--- config.mk ---
export PLATFORM = sky130hd
export DESIGN_NAME = ifetch_unit
export DESIGN_NICKNAME = d
export VERILOG_FILES = /design/src/rtl/ifetch_unit.sv
export SDC_FILE = /design/constraint.sdc
export NUM_CORES = 1
export LEC_CHECK = 0
export CAP_MARGIN = 20
export CORE_AREA = 2 2 124 126
export CTS_CLUSTER_SIZE = 12
export DETAILED_ROUTE_END_ITERATION = 6
export DIE_AREA = 0 0 126 128
export MAX_ROUTING_LAYER = met4
export PLACE_DENSITY = 0.78
export SYNTH_ARGS = -nofsm -noshare
export SYNTH_HDL_FRONTEND = slang
export SYNTH_SLANG_ARGS = --single-unit
--- constraint.sdc ---
create_clock -name clk -period 2.5 [get_ports clk]
set_clock_uncertainty 0.2 [all_clocks]
set_input_delay 0.625 -clock clk [delete_from_list [all_inputs] [get_ports clk]]
set_output_delay 0.625 -clock clk [all_outputs]
set_load 0.05 [all_outputs]
--- src/rtl/ifetch_unit.sv ---
// Instruction fetch stage: owns the PC, issues one memory fetch at a time and
// holds the fetched word for the decoder until it is accepted or redirected.
module ifetch_unit #(
    parameter logic [31:0] RESET_PC  = 32'h0000_0000,
    parameter logic [31:0] NOP_INSTR = 32'h0000_0013
) (
    input  logic        clk,
    input  logic        rst_n,
    output logic        mem_req_valid,
    output logic [31:0] mem_req_addr,
    input  logic        mem_resp_ready,
    input  logic        mem_resp_valid,
    input  logic [31:0] mem_resp_data,
    output logic        out_valid,
    output logic [31:0] out_instr,
    output logic [31:0] out_pc,
    input  logic        out_ready,
    input  logic        redirect_valid,
    input  logic [31:0] redirect_pc,
    output logic [31:0] fetch_count
);

    // Handshakes: mem_req_valid and mem_resp_valid are single-cycle pulses;
    // the decoder side transfers on any cycle where out_valid & out_ready.
    typedef enum logic [1:0] {S_REQ, S_WAIT, S_HOLD} state_t;

    state_t      state, state_n;
    logic [31:0] pc, pc_n;
    logic        drop, drop_n;
    logic        req_valid_n;
    logic [31:0] req_addr_n;
    logic        out_valid_n;
    logic [31:0] out_instr_n;
    logic [31:0] out_pc_n;
    logic [31:0] count_n;
    logic [31:0] redir_target;

    assign redir_target = {redirect_pc[31:2], 2'b00};

    always_comb begin
        state_n     = state;
        pc_n        = pc;
        drop_n      = drop;
        req_valid_n = 1'b0;
        req_addr_n  = mem_req_addr;
        out_valid_n = out_valid;
        out_instr_n = out_instr;
        out_pc_n    = out_pc;
        count_n     = fetch_count;

        if (redirect_valid) begin
            pc_n = redir_target;
        end

        case (state)
            S_REQ: begin
                if (!redirect_valid && mem_resp_ready) begin
                    req_valid_n = 1'b1;
                    req_addr_n  = pc;
                    state_n     = S_WAIT;
                end
            end
            S_WAIT: begin
                if (mem_resp_valid) begin
                    // A response coinciding with a redirect, or one already
                    // marked stale, is thrown away and fetch restarts at pc.
                    if (redirect_valid || drop) begin
                        drop_n  = 1'b0;
                        state_n = S_REQ;
                    end else begin
                        out_valid_n = 1'b1;
                        out_instr_n = mem_resp_data;
                        out_pc_n    = pc;
                        state_n     = S_HOLD;
                    end
                end else if (redirect_valid) begin
                    drop_n = 1'b1;
                end
            end
            S_HOLD: begin
                if (redirect_valid) begin
                    out_valid_n = 1'b0;
                    out_instr_n = NOP_INSTR;
                    state_n     = S_REQ;
                end else if (out_ready) begin
                    pc_n        = pc + 32'd4;
                    count_n     = fetch_count + 32'd1;
                    out_valid_n = 1'b0;
                    out_instr_n = NOP_INSTR;
                    state_n     = S_REQ;
                end
            end
            default: begin
                state_n = S_REQ;
            end
        endcase
    end

    always_ff @(posedge clk) begin
        if (!rst_n) begin
            state         <= S_REQ;
            pc            <= RESET_PC;
            drop          <= 1'b0;
            mem_req_valid <= 1'b0;
            mem_req_addr  <= 32'h0;
            out_valid     <= 1'b0;
            out_instr     <= NOP_INSTR;
            out_pc        <= 32'h0;
            fetch_count   <= 32'h0;
        end else begin
            state         <= state_n;
            pc            <= pc_n;
            drop          <= drop_n;
            mem_req_valid <= req_valid_n;
            mem_req_addr  <= req_addr_n;
            out_valid     <= out_valid_n;
            out_instr     <= out_instr_n;
            out_pc        <= out_pc_n;
            fetch_count   <= count_n;
        end
    end

endmodule

Yosys cells after proc, flatten, opt, wreduce, memory -nomap -nowiden --
Cells that the tools add are included.
Cells by class: add/sub/neg operators 2, multiply operators 0, div/mod/pow operators 0, magnitude comparators 0, eq/ne operators 7, shifts and indexed selects 0, mux-type cells 24, bitwise logic cells 2, reductions and logical operators 13
Operators with widths (number):
- $mux 32 | 8
- $pmux 32 s2 | 1
- $add 32x1->32 const B | 1
- $add 32x3->32 const B | 1
- $reduce_and 3->1 | 4
- $mux 2 | 5
- $mux 1 | 8
- $ne 2x2->1 const B | 3
- $pmux 2 s3 | 1
- $reduce_and 2->1 | 2
- $reduce_and 4->1 | 1
- $reduce_bool 2->1 | 2
- $ne 3x3->1 const B | 1
- $eq 2x1->1 const B | 1
- $eq 2x2->1 const B | 1
- $logic_not 2->1 | 1
- $ne 2x1->1 const B | 1
- $not 1->1 | 2
- $pmux 1 s2 | 1
- $logic_and 1x1->1 | 1
- $logic_not 1->1 | 1
- $logic_or 1x1->1 | 1
Storage, ports and cells: bits in registers 165, latch bits 0, RAM bits 0, bits in read-only memories 0, input bits 70, output and inout bits 130, word-level logic and storage cells 57, memories kept 0

Logic depth before layout (Yosys ltp) --
Gate-level depths: netlist of the first run.
depth in word-level cells 4, mapped depth 7, mapped depth without buffers 5

Least setup slack after synthesis of the first run --
OpenSTA, ideal clock, no wires.
kind register to register, from register fetch_count[7], to register fetch_count[27], library setup time 0.070 ns, data arrival time 2.237 ns, required time 2.230 ns, setup slack -0.007 ns, stages on the path, launching flop included 6, path buffers 1, clock period less this slack 2.507 ns, path through dfxtp_1 -> nand4_2 -> or4_4 -> buf_6 -> or4_1 -> a21oi_1
On the way: cells in the longest elaborated chain, start to end 1
Ends and longest elaborated chain:
- from (decl) | line 20 | output logic [31:0] fetch_count
- from (signal assigned) | line 119 | fetch_count <= count_n;
- $add 32x1->32 | line 87 | count_n = fetch_count + 32'd1;
Every way passes these cells. A chain may end at the register's enable or synchronous reset.

Final worst setup path of the first run --
from register fetch_count[5], to output port fetch_count[5]
No word-level cell between the ends.

==> results of run 1 <==
-- synthesized netlist by cell type (3+ instances only) --
cell	number	area share
nor3_1	6	0.0044
or4_1	27	0.030
and3_1	7	0.0064
and2_1	7	0.0064
mux2i_1	4	0.0059
clkbuf_1	62	0.034
a211oi_1	3	0.0033
or3_1	9	0.0083
xnor2_1	9	0.012
nor4_1	5	0.0046
xor2_1	9	0.012
o31ai_1	25	0.028
o21ai_0	35	0.026
a21oi_1	102	0.075
and4_1	9	0.012
inv_1	9	0.0050
nand2_1	153	0.084
nor2b_1	7	0.0064
nor2_1	47	0.026
dfxtp_1	165	0.49
or2_2	3	0.0028
nand2b_1	5	0.0046
nand3_1	24	0.018
a31oi_1	11	0.010
nand4_1	23	0.021
a22oi_1	30	0.033
-- final timing paths --
| check | start | endpoint | slack (ns) |
|---|---|---|---|
| worst max register to register | fetch_count[12]$_SDFFE_PN0P_ | fetch_count[29]$_SDFFE_PN0P_ | 0.21 |
| worst min-delay path | out_pc[28]$_SDFFE_PN0P_ | out_pc[28]$_SDFFE_PN0P_ | 0.26 |
| worst max-delay path | fetch_count[5]$_SDFFE_PN0P_ | fetch_count[5] | 0.05 |
| worst min register to register | out_pc[28]$_SDFFE_PN0P_ | out_pc[28]$_SDFFE_PN0P_ | 0.26 |
-- sequential cells by signal, indices dropped and copies added, names as in the netlist --
signal         cells
pc                32
drop               1
out_instr         32
out_pc            32
out_valid          1
mem_req_valid      1
fetch_count       32
mem_req_addr      32
state              2
-- metal layers --
layer / GRT usage / routed length (µm) / share of wire
met1: 0.3360 / 8944 / 0.44
met2: 0.4051 / 9665 / 0.48
met3: 0.05509 / 1317 / 0.065
met4: 0.07951 / 267 / 0.013
met5: - / 0 / 0
-- logic make-up (layout without fill, tap and decap cells) --
logic type / after synthesis / after routing / share of synthesized area
and+or+nand+nor: 344 / 344 / 0.2508
AOI/OAI and AO/OA: 216 / 216 / 0.1883
DFF: 165 / 165 / 0.4854
buffers and inverters: 75 / 292 / 0.04284
xor gates and xnor gates: 18 / 18 / 0.02317
muxes: 4 / 4 / 0.005884
adders and majority gates: 2 / 2 / 0.003677
other: 0 / 1 / 0
-- stage by stage --
step | cells | worst slack, ns | power, mW
6_report | 1230 | 0.04741 | 6.017
5_1_grt | 1230 | 0.007801 | 6.237
4_1_cts | 1229 | 0.009435 | 6.058
3_5_place_dp | 1198 | -0.3444 | 3.361
3_3_place_gp | 1198 | -0.3191 | 3.354
2_1_floorplan | 824 | 0.01311 | 3.081
-- cell type report --
type | count | area, µm² | share of cell area
multi-input cells | 584 | 3217 | 0.3258
flip-flops and latches | 165 | 3306 | 0.3348
repair buffers | 251 | 2466 | 0.2498
well taps | 188 | 235.2 | 0.02382
diodes | 1 | 2.502 | 0.0002535
clock inverters | 9 | 152.6 | 0.01546
clock buffers | 22 | 454.2 | 0.04600
inverters | 10 | 40.04 | 0.004055
-- tightest hold or removal path, stage by stage, from the launching register on --
cell and delay (ns):
dfxtp_1 0.31, nand2_1 0.05, a21oi_1 0.05
-- report_power, final --
group | internal (mW) | leakage, nW | switching, mW
Clock | 1.69 | 0.286 | 1.02
Combinational | 0.244 | 1.96 | 0.304
Sequential | 2.69 | 1.34 | 0.0670
-- repair_timing --
action | CTS | global route
hold endpoints to repair | 0 | 0
gates resized for setup | 11 | 9
setup endpoints to repair | 11 | 9
buffers inserted | 0 | 0
==> results.sh, run 1 <==
export IMPL_min_path_type="reg -> reg"
export IMPL_remaining_drc_errors=0
export IMPL_start_util=0.4578
export IMPL_leakagePower_nw=3.585
export IMPL_grt_pass1_vias=6582
export IMPL_r2r_cells=4
export IMPL_ant_nets=0
export IMPL_fillers=1262
export IMPL_portBuffers=197
export IMPL_numCtsBuffers=17
export IMPL_cts_sinks=165
export IMPL_clk_latency_ns=0.42
export IMPL_syn_nets=896
export IMPL_power_density_nw_per_um2=609.4
export IMPL_worstPathCellList="clkdlybuf4s50_1"
export IMPL_core_um2=14860
export IMPL_antenna_found_initial=1
export IMPL_root_buffer="clkbuf_16"
export IMPL_cpPeakStageDelay_ns=0.83
export IMPL_synth_cell_types=48
export IMPL_wl_per_cell_um=16.42
export IMPL_final_common_cell="clkdlybuf4s50_1"
export IMPL_maxCapViolations=0
export IMPL_critical_path_class="reg -> out"
export IMPL_synth_flop_cell="dfxtp_1"
export IMPL_fin_crit_ns=2.453
export IMPL_slew_limit_headroom=0.5888
export IMPL_tritoncts="built"
export IMPL_syn_area_per_cell_um2=8.259
export IMPL_netlist_area_um2=6805
export IMPL_finalCritPeriodShare=0.9810
export IMPL_maxSlewViolCount=0
export IMPL_gr_usage_all_layers=0.2581
export IMPL_worst_path_stages=1
export IMPL_ys_ff_latch=165
export IMPL_grt_max_degree=76
export IMPL_viasPerCell=5.595
export IMPL_grt_pass1_wl_um=33010
export IMPL_crit_fanout=4
export IMPL_max_freq_mhz=407.7
export IMPL_tns_ns=0
export IMPL_cp_arrival_ns=1.63
export IMPL_post_dp_hpwl_um=14110
export IMPL_cp_top_family="buffers and inverters"
export IMPL_placed_cell_area_um2=9255
export IMPL_drtIter0Drc=616
export IMPL_postLayoutCoreUtil=0.6642
export IMPL_htreeDepth=4
export IMPL_finalHoldViolCount=0
export IMPL_start_kind="flop"
export IMPL_synth_edff_count=0
export IMPL_final_cell_mix="174 x clkdlybuf4s50_1, 163 x dfxtp_1, 153 x nand2_1"
export IMPL_drive_above_1_share=0.09126
export IMPL_synthArstFlopShare=0
export IMPL_setup_viol=0
export IMPL_ir_drop_v=0.0004669
export IMPL_clockBufferDepth=2
export IMPL_gp_congestion=0.8406
export IMPL_die_area_um2=16130
export IMPL_rsz0062_at_grt="no"
export IMPL_slowest_stage="clkdlybuf4s50_1"
export IMPL_outcome="finished clean"
export IMPL_clkTransAtPathRegs_ns=0.06
export IMPL_area_delta_synth_final_pct=45.08
export IMPL_first_pass_iters=5
export IMPL_finalNetCount=1101
export IMPL_crit_buf_inv=1
export IMPL_wl_um=20200
export IMPL_worst_slew_pin_slew_ns=0.6112
export IMPL_grt_overflow_total=0
export IMPL_worstPathRequired_ns=1.67
export IMPL_die_x_um=126
export IMPL_hold_buffers=0
export IMPL_synth_cells=824
export IMPL_synth_warnings=0
export IMPL_whs_ns=0.2551
export IMPL_die_height_um=128
export IMPL_num_vias=6882
export IMPL_hold_path_depth=2
export IMPL_io_pins=200
export IMPL_seq_area_frac_synth=0.4854
export IMPL_num_rows=45
export IMPL_cp_end_kind="output pin"
export IMPL_fin_area_um2=9873
No activity file was read; power rests on OpenSTA's default activity.
==> run 2: changes to the inputs <==
--- a/config.mk
+++ b/config.mk
@@ -10,6 +10,7 @@
 export CTS_CLUSTER_SIZE = 12
 export DETAILED_ROUTE_END_ITERATION = 6
 export DIE_AREA = 0 0 126 128
+export HOLD_SLACK_MARGIN = 0.03
 export MAX_ROUTING_LAYER = met4
 export PLACE_DENSITY = 0.78
 export SYNTH_ARGS = -nofsm -noshare
==> results of run 2 <==
Final layout, timing and power as in run 1 (identical DEF).
==> run 3: changes to the inputs <==
--- a/config.mk
+++ b/config.mk
@@ -13,6 +13,7 @@
 export HOLD_SLACK_MARGIN = 0.03
 export MAX_ROUTING_LAYER = met4
 export PLACE_DENSITY = 0.78
+export RECOVER_POWER = 25
 export SYNTH_ARGS = -nofsm -noshare
 export SYNTH_HDL_FRONTEND = slang
 export SYNTH_SLANG_ARGS = --single-unit
==> results.sh, run 3 (synthesis gave the netlist of run 1 again) <==
export IMPL_critical_path_class="reg -> out"
export IMPL_dpl_cell_count=1198
export IMPL_min_to="out_pc[28]$_SDFFE_PN0P_"
export IMPL_max_freq_mhz=407.1
export IMPL_hold_path_depth=2
export IMPL_finalNetCount=1101
export IMPL_r2r_end="fetch_count[29]$_SDFFE_PN0P_"
export IMPL_fin_crit_ns=2.457
export IMPL_cp_top_family="buffers and inverters"
export IMPL_drive_above_1_share=0.08549
export IMPL_seq_area_um2=3306
export IMPL_crit_path_start="fetch_count[5]$_SDFFE_PN0P_"
export IMPL_num_vias=6892
export IMPL_num_rows=45
export IMPL_placed_cell_area_um2=9255
export IMPL_hold_buffers=0
export IMPL_die_area_um2=16130
export IMPL_cp_arrival_ns=1.63
export IMPL_grt_max_degree=76
export IMPL_drtIter0Drc=612
export IMPL_fin_cells=1230
export IMPL_finalCritPeriodShare=0.9827
export IMPL_worstPathCellList="clkdlybuf4s50_1"
export IMPL_switching_power_mw=1.394
export IMPL_post_dp_hpwl_um=14110
export IMPL_cts_sinks=165
export IMPL_cpPeakStageDelay_ns=0.83
export IMPL_r2r_slack_ns=0.20
export IMPL_ant_nets=0
export IMPL_grt_pass1_wl_um=33010
export IMPL_reg2reg_from="fetch_count[12]$_SDFFE_PN0P_"
export IMPL_clkTransAtPathRegs_ns=0.06
export IMPL_power_density_nw_per_um2=615.5
export IMPL_finalHoldViolCount=0
export IMPL_area_delta_synth_final_pct=43.67
export IMPL_pre_cts_slack_ns=-0.3444
export IMPL_first_pass_iters=5
export IMPL_postLayoutCoreUtil=0.6577
export IMPL_maxSlewViolCount=0
export IMPL_whs_ns=0.2551
export IMPL_rsz0062_at_grt="no"
export IMPL_seqPwrFrac=0.459
export IMPL_p_clk_frac=0.451
export IMPL_crit_buf_inv=1
export IMPL_htreeDepth=4
export IMPL_portBuffers=197
export IMPL_clockBufferDepth=2
export IMPL_maxCapViolations=0
export IMPL_die_x_um=126
export IMPL_slowest_stage="clkdlybuf4s50_1"
export IMPL_fin_area_um2=9777
export IMPL_core_um2=14860
export IMPL_p_sw_frac=0.2316
export IMPL_cp_end_kind="output pin"
export IMPL_final_common_cell="clkdlybuf4s50_1"
export IMPL_start_kind="flop"
export IMPL_viasPerCell=5.603
export IMPL_outcome="finished clean"
export IMPL_slew_limit_headroom=0.4882
export IMPL_wl_per_cell_um=16.45
export IMPL_final_cell_mix="174 x clkdlybuf4s50_1, 163 x dfxtp_1, 153 x nand2_1"
export IMPL_start_util=0.4578
export IMPL_io_pins=200
export IMPL_timing_final_ws_setup_ns=0.04331
export IMPL_leakagePower_nw=3.415
export IMPL_remaining_drc_errors=0
export IMPL_r2r_cells=4
export IMPL_die_height_um=128
export IMPL_fillers=1281
export IMPL_tns_ns=0
export IMPL_multi_input_area_um2=3217
export IMPL_gp_congestion=0.8406
export IMPL_min_path_type="reg -> reg"
export IMPL_finalPower_mw=6.018
export IMPL_tritoncts="built"
export IMPL_grt_pass1_vias=6582
export IMPL_p_comb_frac=0.090
export IMPL_worst_slew_pin_slew_ns=0.7677
export IMPL_clk_latency_ns=0.42
export IMPL_setup_viol=0
export IMPL_gr_usage_all_layers=0.2581
export IMPL_grt_overflow_total=0
export IMPL_ir_drop_v=0.0004691
export IMPL_p_int_mw=4.624
export IMPL_antenna_found_initial=1
export IMPL_numCtsBuffers=17
export IMPL_crit_fanout=4
export IMPL_hold_start="out_pc[28]$_SDFFE_PN0P_"
export IMPL_worstPathRequired_ns=1.67
export IMPL_wl_um=20230
export IMPL_root_buffer="clkbuf_16"
-- run 3: routing by layer --
metal	share of wire	GRT usage
met5	0	-
met4	0.014	0.07951
met3	0.067	0.05509
met2	0.48	0.4051
met1	0.44	0.3360
-- run 3: power by group through the flow --
stage                     Combinational (mW)  Sequential, mW  Clock (mW)
after floorplan                        0.186            2.89           0
after global placement                 0.541            2.81           0
after detailed placement               0.547            2.81           0
after CTS                              0.550            2.76        2.75
after global routing                   0.585            2.77        2.88
final                                  0.544            2.76        2.71
-- run 3: worst max path at each step --
stage	slack (ns)	end	depth (start not counted)
global placement	-0.32	pc[28]$_SDFF_PN0_	5
CTS	0.009	fetch_count[24]	1
finish	0.04	fetch_count[5]	1
detailed placement	-0.34	pc[28]$_SDFF_PN0_	5
floorplan	0.01	fetch_count[27]$_SDFFE_PN0P_	5
global route	0.008	fetch_count[11]	1
-- run 3: area by class of cell --
cell class	count	share of cell area
sequential	165	0.3381
multi-input combinational	584	0.3290
timing repair buffer	251	0.2424
clock buffer	22	0.04646
tap	188	0.02406
clock inverter	9	0.01561
inverter	10	0.004095
antenna	1	0.0002560
-- run 3: repair_timing --
item,CTS,global route
endpoints found under the setup margin,11,9
pin swaps,0,0
resized for setup,11,9
gates cloned,0,0
buffers inserted,0,0
